### src/rtl/maze_collision.sv
// maze_collision: once per frame, probes the two leading-edge corners of the
// player sprite against the maze tile ROM. On a wall hit it holds the
// opposite-direction bounce request for BOUNCE_FRAMES frame edges.
module maze_collision #(
    parameter int MAP_W         = 40,
    parameter int MAP_H         = 30,
    parameter int TILE_LOG2     = 4,
    parameter int SCR_W         = 640,
    parameter int SCR_H         = 480,
    parameter int ADDR_W        = 11,
    parameter int BOUNCE_FRAMES = 4
) (
    input  logic              Clk,
    input  logic              Reset,
    input  logic              frame_clk,
    input  logic              spr_on,
    input  logic [9:0]        sprite_xpos,
    input  logic [9:0]        sprite_ypos,
    input  logic [9:0]        sprite_W,
    input  logic [9:0]        sprite_H,
    input  logic              L,
    input  logic              R,
    input  logic              U,
    input  logic              D,
    output logic [ADDR_W-1:0] tile_addr,
    output logic              tile_rd,
    input  logic              tile_data,
    output logic              bnceL,
    output logic              bnceR,
    output logic              bnceU,
    output logic              bnceD,
    output logic              busy,
    output logic [7:0]        hit_count
);

    localparam int HW = $clog2(BOUNCE_FRAMES + 1);

    typedef enum logic [2:0] {IDLE, ADDR0, WAIT0, ADDR1, WAIT1, DECIDE, HOLD} state_t;
    typedef enum logic [1:0] {DIR_L, DIR_R, DIR_U, DIR_D} dir_t;

    state_t            state, state_nxt;
    dir_t              dir_q;
    logic              frame_clk_d, fe;
    logic [9:0]        x_q, y_q, w_q, h_q;
    logic              hit0, hit1;
    logic [ADDR_W-1:0] addr_q;
    logic [HW-1:0]     hold;
    logic [3:0]        bnce;          // {L, R, U, D}
    logic              any_dir, start;

    logic signed [10:0] xs, ys, ws, hs;
    logic signed [10:0] px0, py0, px1, py1;
    logic               oob0, oob1;
    logic [ADDR_W-1:0]  addr0, addr1;

    assign any_dir = L | R | U | D;
    assign start   = (state == IDLE) && fe && spr_on && any_dir;

    assign {bnceL, bnceR, bnceU, bnceD} = bnce;

    // Off-screen (or off-map) probe points count as walls without a ROM read.
    function automatic logic off_map(logic signed [10:0] x, logic signed [10:0] y);
        return x[10] || y[10] ||
               (x[9:0] >= 10'(SCR_W)) || (y[9:0] >= 10'(SCR_H)) ||
               (int'(x[9:TILE_LOG2]) >= MAP_W) || (int'(y[9:TILE_LOG2]) >= MAP_H);
    endfunction

    function automatic logic [ADDR_W-1:0] tile_of(logic signed [10:0] x, logic signed [10:0] y);
        return ADDR_W'(int'(y[9:TILE_LOG2]) * MAP_W + int'(x[9:TILE_LOG2]));
    endfunction

    // Leading-edge probe points from the values latched at frame start.
    always_comb begin
        xs  = $signed({1'b0, x_q});
        ys  = $signed({1'b0, y_q});
        ws  = $signed({1'b0, w_q});
        hs  = $signed({1'b0, h_q});
        px0 = xs;
        py0 = ys;
        px1 = xs;
        py1 = ys;
        case (dir_q)
            DIR_R: begin px0 = xs + ws + 11'sd1; py0 = ys; px1 = px0; py1 = ys + hs; end
            DIR_L: begin px0 = xs - 11'sd1;      py0 = ys; px1 = px0; py1 = ys + hs; end
            DIR_D: begin py0 = ys + hs + 11'sd1; px0 = xs; py1 = py0; px1 = xs + ws; end
            DIR_U: begin py0 = ys - 11'sd1;      px0 = xs; py1 = py0; px1 = xs + ws; end
            default: ;
        endcase
        oob0  = off_map(px0, py0);
        oob1  = off_map(px1, py1);
        addr0 = tile_of(px0, py0);
        addr1 = tile_of(px1, py1);
    end

    // State register.
    always_ff @(posedge Clk) begin
        if (Reset) state <= IDLE;
        else       state <= state_nxt;
    end

    // Next-state logic; a dropped sprite aborts from any state.
    always_comb begin
        state_nxt = state;
        case (state)
            IDLE:    if (start) state_nxt = ADDR0;
            ADDR0:   state_nxt = WAIT0;
            WAIT0:   state_nxt = ADDR1;
            ADDR1:   state_nxt = WAIT1;
            WAIT1:   state_nxt = DECIDE;
            DECIDE:  state_nxt = (hit0 | hit1) ? HOLD : IDLE;
            HOLD:    if (fe && hold == HW'(1)) state_nxt = IDLE;
            default: state_nxt = IDLE;
        endcase
        if (!spr_on) state_nxt = IDLE;
    end

    // ROM interface and status outputs; the address holds between probes.
    always_comb begin
        tile_addr = addr_q;
        tile_rd   = 1'b0;
        case (state)
            ADDR0: begin tile_addr = addr0; tile_rd = !oob0; end
            ADDR1: begin tile_addr = addr1; tile_rd = !oob1; end
            default: ;
        endcase
        busy = (state != IDLE);
    end

    // Frame edge detect, sprite latch, probe results, bounce hold and hit counter.
    always_ff @(posedge Clk) begin
        if (Reset) begin
            frame_clk_d <= 1'b0;
            fe          <= 1'b0;
            x_q         <= '0;
            y_q         <= '0;
            w_q         <= '0;
            h_q         <= '0;
            dir_q       <= DIR_L;
            hit0        <= 1'b0;
            hit1        <= 1'b0;
            addr_q      <= '0;
            hold        <= '0;
            bnce        <= '0;
            hit_count   <= '0;
        end else begin
            frame_clk_d <= frame_clk;
            fe          <= frame_clk & ~frame_clk_d;
            addr_q      <= tile_addr;
            if (start) begin
                x_q   <= sprite_xpos;
                y_q   <= sprite_ypos;
                w_q   <= sprite_W;
                h_q   <= sprite_H;
                dir_q <= L ? DIR_L : R ? DIR_R : U ? DIR_U : DIR_D;
            end
            if (state == WAIT0) hit0 <= oob0 | tile_data;
            if (state == WAIT1) hit1 <= oob1 | tile_data;
            if (!spr_on) begin
                bnce <= '0;
                hold <= '0;
            end else if (state == DECIDE && (hit0 | hit1)) begin
                case (dir_q)
                    DIR_R:   bnce <= 4'b1000;
                    DIR_L:   bnce <= 4'b0100;
                    DIR_D:   bnce <= 4'b0010;
                    default: bnce <= 4'b0001;
                endcase
                hold <= HW'(BOUNCE_FRAMES);
                if (hit_count != 8'hFF) hit_count <= hit_count + 8'd1;
            end else if (state == HOLD && fe) begin
                hold <= hold - HW'(1);
                if (hold == HW'(1)) bnce <= '0;
            end
        end
    end

endmodule

### config.mk
export PLATFORM = sky130hd
export DESIGN_NAME = maze_collision
export DESIGN_NICKNAME = d
export VERILOG_FILES = /design/src/rtl/maze_collision.sv
export SDC_FILE = /design/constraint.sdc
export NUM_CORES = 1
export LEC_CHECK = 0
export CORE_AREA = 3 3 119 121
export CTS_BUF_LIST = sky130_fd_sc_hd__clkbuf_4 sky130_fd_sc_hd__clkbuf_8 sky130_fd_sc_hd__clkbuf_16
export DETAILED_ROUTE_END_ITERATION = 8
export DIE_AREA = 0 0 122 124
export PLACE_DENSITY = 0.74
export SYNTH_ARGS = -nofsm -noshare
export SYNTH_HDL_FRONTEND = slang
export SYNTH_SLANG_ARGS = --single-unit
### constraint.sdc
create_clock -name Clk -period 10.23 [get_ports Clk]
set_input_delay 3.069 -clock Clk [delete_from_list [all_inputs] [get_ports Clk]]
set_output_delay 3.069 -clock Clk [all_outputs]
set_load 0.05 [all_outputs]
== Word-level counts from Yosys, hierarchy flattened ==
Index checks and enable logic that the tools add are counted.

* Bits in registers: 75
* Input port bits: 49
* Output and inout bits: 25

* Add/sub/neg operators: 10
* Multiply operators: 2
* Magnitude comparators: 8
* Equality and inequality tests: 13
* Multiplexer cells: 19
* Bitwise logic cells: 9
* Reduce and logical (&&, ||, !) cells: 30

{| class="wikitable"
|+ Operators by type and width
! kind !! number
|-
| 11-bit case mux with 3 select lines || 4
|-
| 10-bit by 10-bit adder with 11-bit output || 2
|-
| 11-bit by 2-bit adder with 11-bit output (second input constant) || 2
|-
| 11-bit by 6-bit adder with 11-bit output || 2
|-
| 11-bit case mux with 2 select lines || 1
|-
| 10-bit by 1-bit subtractor with 11-bit output (second input constant) || 2
|-
| 3-bit case mux with 7 select lines || 1
|-
| 10-bit >= comparator (second input constant) || 2
|-
| 10-bit by 9-bit >= comparator with 1-bit output (second input constant) || 2
|-
| 6-bit by 3-bit multiplier with 8-bit output (second input constant) || 2
|-
| 3-bit two-way mux || 5
|-
| 6-bit by 5-bit >= comparator with 1-bit output (second input constant) || 2
|-
| 6-bit >= comparator (second input constant) || 2
|-
| 4-bit two-way mux || 3
|-
| 4-bit case mux with 3 select lines || 1
|-
| 1-bit logical OR || 10
|-
| 3-bit equality test (second input constant) || 3
|-
| 8-bit by 1-bit adder with 8-bit output (second input constant) || 1
|-
| 8-bit inequality test (second input constant) || 1
|-
| 3-bit by 1-bit equality test with 1-bit output (second input constant) || 2
|-
| 3-bit by 2-bit equality test with 1-bit output (second input constant) || 2
|-
| 1-bit logical AND || 6
|-
| 1-bit OR || 6
|-
| 2-bit OR reduction || 3
|-
| other kinds (17) || 24
|}

== Logic depth before layout (Yosys ltp) ==
* Depth in word-level cells: 10
* Mapped depth: 21
* Depth with buffers taken out: 21

== Least setup slack after synthesis ==
No wires, ideal clock.

* Path kind: reg2out
* Start point: register y_q[0]
* End point: output port tile_addr[10]
* Arrival: 5.418 ns
* Path slack: 1.743 ns
* Stages on the path, launching flop included: 20
* Path buffers: 0
* Cell sequence: dfxtp_1 -> ha_1 -> fa_1 -> xnor2_1 -> nor4_1 -> o221ai_2 -> nor2_1 -> nor4_1 -> or4_4 -> ha_1 -> ha_1 -> inv_1 -> fa_1 -> nand2b_1 -> nor2_1 -> nand3b_1 -> xnor2_1 -> nand2b_1 -> mux2i_1 -> a211oi_1

* Cells in the longest elaborated chain, start to end: 6

{| class="wikitable"
|+ Ends and longest elaborated chain
! item !! line !! RTL
|-
| start: declaration || 44 || <nowiki>logic [9:0] x_q, y_q, w_q, h_q;</nowiki>
|-
| start signal: assignment || 151 || <nowiki>y_q <= sprite_ypos;</nowiki>
|-
| 10-bit by 10-bit adder with 11-bit output || 83, 84, 85 ||
|-
| 11-bit by 2-bit adder with 11-bit output || 85 || <nowiki>DIR_D: begin py0 = ys + hs + 11'sd1; px0 = xs; py1 = py0; px1 = xs + ws; end</nowiki>
|-
| 11-bit case mux with 3 select lines || 82 || <nowiki>case (dir_q)</nowiki>
|-
| 6-bit by 3-bit multiplier with 8-bit output || 69 || <nowiki>return ADDR_W'(int'(y[9:TILE_LOG2]) * MAP_W + int'(x[9:TILE_LOG2]));</nowiki>
|-
| 11-bit by 6-bit adder with 11-bit output || 69 ||
|-
| 11-bit case mux with 2 select lines * || 121 || <nowiki>case (state)</nowiki>
|-
| end: declaration || 25 || <nowiki>output logic [ADDR_W-1:0] tile_addr,</nowiki>
|}

Mark *: on every way between the ends. The rest lies on a longest branch, timed or not.

== Worst setup path in the final report ==
Same ends and word-level chain as after synthesis.

==> metrics.md <==
| Metric | Value |
|---|---|
| Outcome | `complete, no violations` |
| CP Capture Type | `primary output` |
| Postcts setup bufs | `0` |
| Port bufs | `73` |
| CTS Buffer Depth | `2` |
| Most frequent cells in the layout | `nand2_1 (122), a21oi_1 (77), dfxtp_1 (75), clkdlybuf4s50_1 (72), nor2_1 (57)` |
| Largest net degree at the start of global routing | `66` |
| Most common cell after layout, fill and taps aside | `nand2_1` |
| Final hold slack | `slightly below 0.4 ns` |
| N_diodes | `0` |
| Startpoint Class | `flop` |
| Async SR Flop Fraction | `0` |
| Min-Delay Path Class | `reg2reg` |
| Max layer used | `met4` |
| Critical-path top delay cell | `clkdlybuf4s50_1` |
| Share of power burned in registers | `0.386` |
| Mapped Cells | `758` |
| Final WS setup | `~1.1 ns` |
| IR drop worst, VDD | `just over 0.08 mV` |
| Post-synth EDFFs | `0` |
| CTS tree | `done` |
| Pint | `roughly 0.56 mW` |
| Power share of the combinational group | `0.203` |
| Final ANT Viol Nets | `0` |
| CTS H-tree depth | `3` |
| First-pass GRT wire length | `between 20 and 25 mm` |
| Syn. warnings | `0` |
| Sequential area share after synthesis | `0.2531` |
| Most frequent cell on the critical path | `ha_1` |
| Gr usage total | `0.2003` |
| Final setup violating endpoints | `0` |
| DRT met1 WL | `roughly 7 mm` |
| Max-cap violations | `0` |
| Slew Viols, Final | `0` |
| Post-cts resize count | `0` |
| Shortest period the worst path allows | `9.160 ns` |
| Final HPWL DP | `approximately 11 mm` |
| Leakage dissipation | `~2.8 nW` |
| Unrepaired setup endpoints after global routing | `no` |
| # IOs | `74` |
| Clock sinks | `75` |
| Achievable Freq | `between 100 and 150 MHz` |
| Post-CTS Hold Fix Bufs | `0` |
| Pre-CTS WS | `roughly 1.5 ns` |
| Placer Congestion | `around 0.91` |
| CP Max Fanout | `6` |
| Top cells by area, synth | `dfxtp_1 (25%), ha_1 (10%), nand2_1 (7.7%)` |
| Pwr Density | `between 100 and 150 mW/mm^2` |
| Setup TNS | `0 ns` |
| Slew at the pin closest to its max-slew limit | `between 0.8 and 0.9 ns` |
| Starting Density | `0.4498` |
| Antenna violations before repair | `0` |
| Final Hold Viols | `0` |
| Main flop type after synthesis | `dfxtp_1` |
| Final wirelength | `about 14 mm` |
| Core ar. | `about 0.013 mm^2` |
| Cell area after synthesis | `0.005933 mm^2` |
| Final Util | `0.5377` |
| Die Span Y | `124 um` |
| Vias per cell | `about 5.6` |
| Switching power | `0.2231 mW` |
| Root buffer cell | `clkbuf_16` |
| Vias in the first global route | `5170` |
| Rows | `42` |
| Pre-antenna DRT Iters | `5` |
| Synth cell types | `81` |
| Critical Path AT | `roughly 6 ns` |
| Post-DP Area | `just under 0.007 mm^2` |
| Final #Nets | `918` |
| Skew-Pair Late Insertion Delay | `approximately 0.35 ns` |
| DR WL/cell | `14.46 um` |
| Flops & latches, synth | `75` |
| Clock group share of total power | `0.411` |
| CTS clock-pin slew for the worst setup and hold paths | `around 0.06 ns` |
| Final Total Pwr | `about 0.79 mW` |
| Die area | `0.01513 mm^2` |
| Mean Syn Cell Area | `7.827 um^2` |
| Num CTS Buffers | `9` |
| Area delta synth->final | `19.53%` |
| Share of the synthesized area in the top cell type | `0.2531` |
| Share of layout cells above drive strength 1 | `0.06349` |
| Syn_nets | `between 800 and 900` |
| Final cell count without fillers | `between 900 and 1000` |
| Post-route cell area | `between 0.007 and 0.008 mm^2` |
| Fin crit share | `0.8954` |
| Routed length on met3 | `about 840 um` |
| Crit-path max cell delay | `0.84 ns` |
| Net Sw Frac | `0.2831` |
| Met2 Wirelength | `6.150 mm` |
| Die Wd | `about 120 um` |
| Worst EP required | `~7.2 ns` |
| DP Cell Count | `about 980` |
| Synth area leader | `dfxtp_1` |
| Iteration-0 DRC count of the detailed router | `about 300` |
| Total grt overflow | `0` |
| Layout fillers | `about 1200` |
| Relative slew margins | `0.4523` |
| Max Clock Skew | `0.007136 ns` |
| Vias | `5543` |
| Worst setup path class | `reg2out` |
| Worst path cell trace | `ha_1, fa_1, a211oi_2, nor2_1, nor3_1, nand4_2, xor2_1, o31ai_1, ha_1, ha_1, inv_1, fa_1, nand2b_1, nor2_1, nand3b_1, xnor2_1, nand2b_1, mux2i_1, a211oi_1, clkdlybuf4s50_1` |
| Drt drc | `0` |
-- synthesized netlist by cell type, drive strengths merged (3+ instances only) --
master / instances
a2111oi: 4
a211o: 5
a211oi: 9
a21o: 12
a21oi: 78
a221o: 3
a221oi: 4
a22o: 5
a22oi: 6
a31oi: 4
clkbuf: 30
dfxtp: 75
fa: 6
ha: 49
inv: 31
mux2i: 9
nand2: 122
nand2b: 10
nand3: 14
nand4: 6
nor2: 58
nor2b: 19
nor3: 20
nor3b: 7
nor4: 6
nor4b: 4
o2111ai: 3
o211a: 3
o211ai: 10
o21ai: 36
o221ai: 3
o22ai: 8
or3: 8
or4: 11
xnor2: 21
xor2: 26
-- layer usage --
| layer | vias to the layer above | track usage |
|---|---|---|
| met5 | - | 0 |
| met4 | 0 | 0.08193 |
| met3 | 23 | 0.04133 |
| met2 | 173 | 0.3042 |
| met1 | 2502 | 0.2774 |
| li1 | 2845 | - |
-- cell families after synthesis --
group           share of synthesized area
simple gates                       0.2528
buf+inv                           0.04028
compound gates                     0.2419
xor+xnor                          0.06938
fa+ha+maj                          0.1236
mux                               0.01898
flops                              0.2531
-- final cells by class --
type,count,area (um^2),share of cell area
Multi-Input combinational cell,620,4195,0.5916
Sequential cell,75,1501,0.2117
Tap cell,176,220.2,0.03105
Timing Repair Buffer,77,755.7,0.1066
Inverter,31,116.4,0.01641
Clock inverter,6,63.81,0.008998
Clock buffer,10,239.0,0.03370
-- worst paths after layout --
path / slack, ns / startpoint / depth (start not counted) / to
max: 1.07 / y_q[0] / 20 / tile_addr[10]
min: 0.39 / frame_clk_d / 1 / fe
max reg2reg: 5.22 / y_q[0] / 19 / addr_q[9]
min reg2reg: 0.39 / frame_clk_d / 1 / fe
-- power groups by stage --
stage	clock network (mW)	logic (mW)	registers [mW]
2_1_floorplan	0	0.111	0.308
3_3_place_gp	0	0.156	0.310
3_5_place_dp	0	0.157	0.311
4_1_cts	0.332	0.159	0.304
5_1_grt	0.341	0.178	0.305
6_report	0.324	0.160	0.304
-- sequential cells by signal, indices dropped and copies added (netlist names) --
name         cells
w_q             10
hit1             1
x_q             10
hit0             1
y_q             10
fe               1
bnce             4
hit_count        8
frame_clk_d      1
hold             3
h_q             10
dir_q            2
addr_q          11
state            3
-- critical path, delay by kind of cell (launching register included) --
family / cells / cell delay (ns)
fa+ha+maj: 5 / 1.71
simple gates: 7 / 1.24
compound gates: 3 / 1.01
buf+inv: 2 / 0.91
xor+xnor: 2 / 0.40
flops: 1 / 0.36
mux: 1 / 0.10
(Power assumes the default switching activity.)
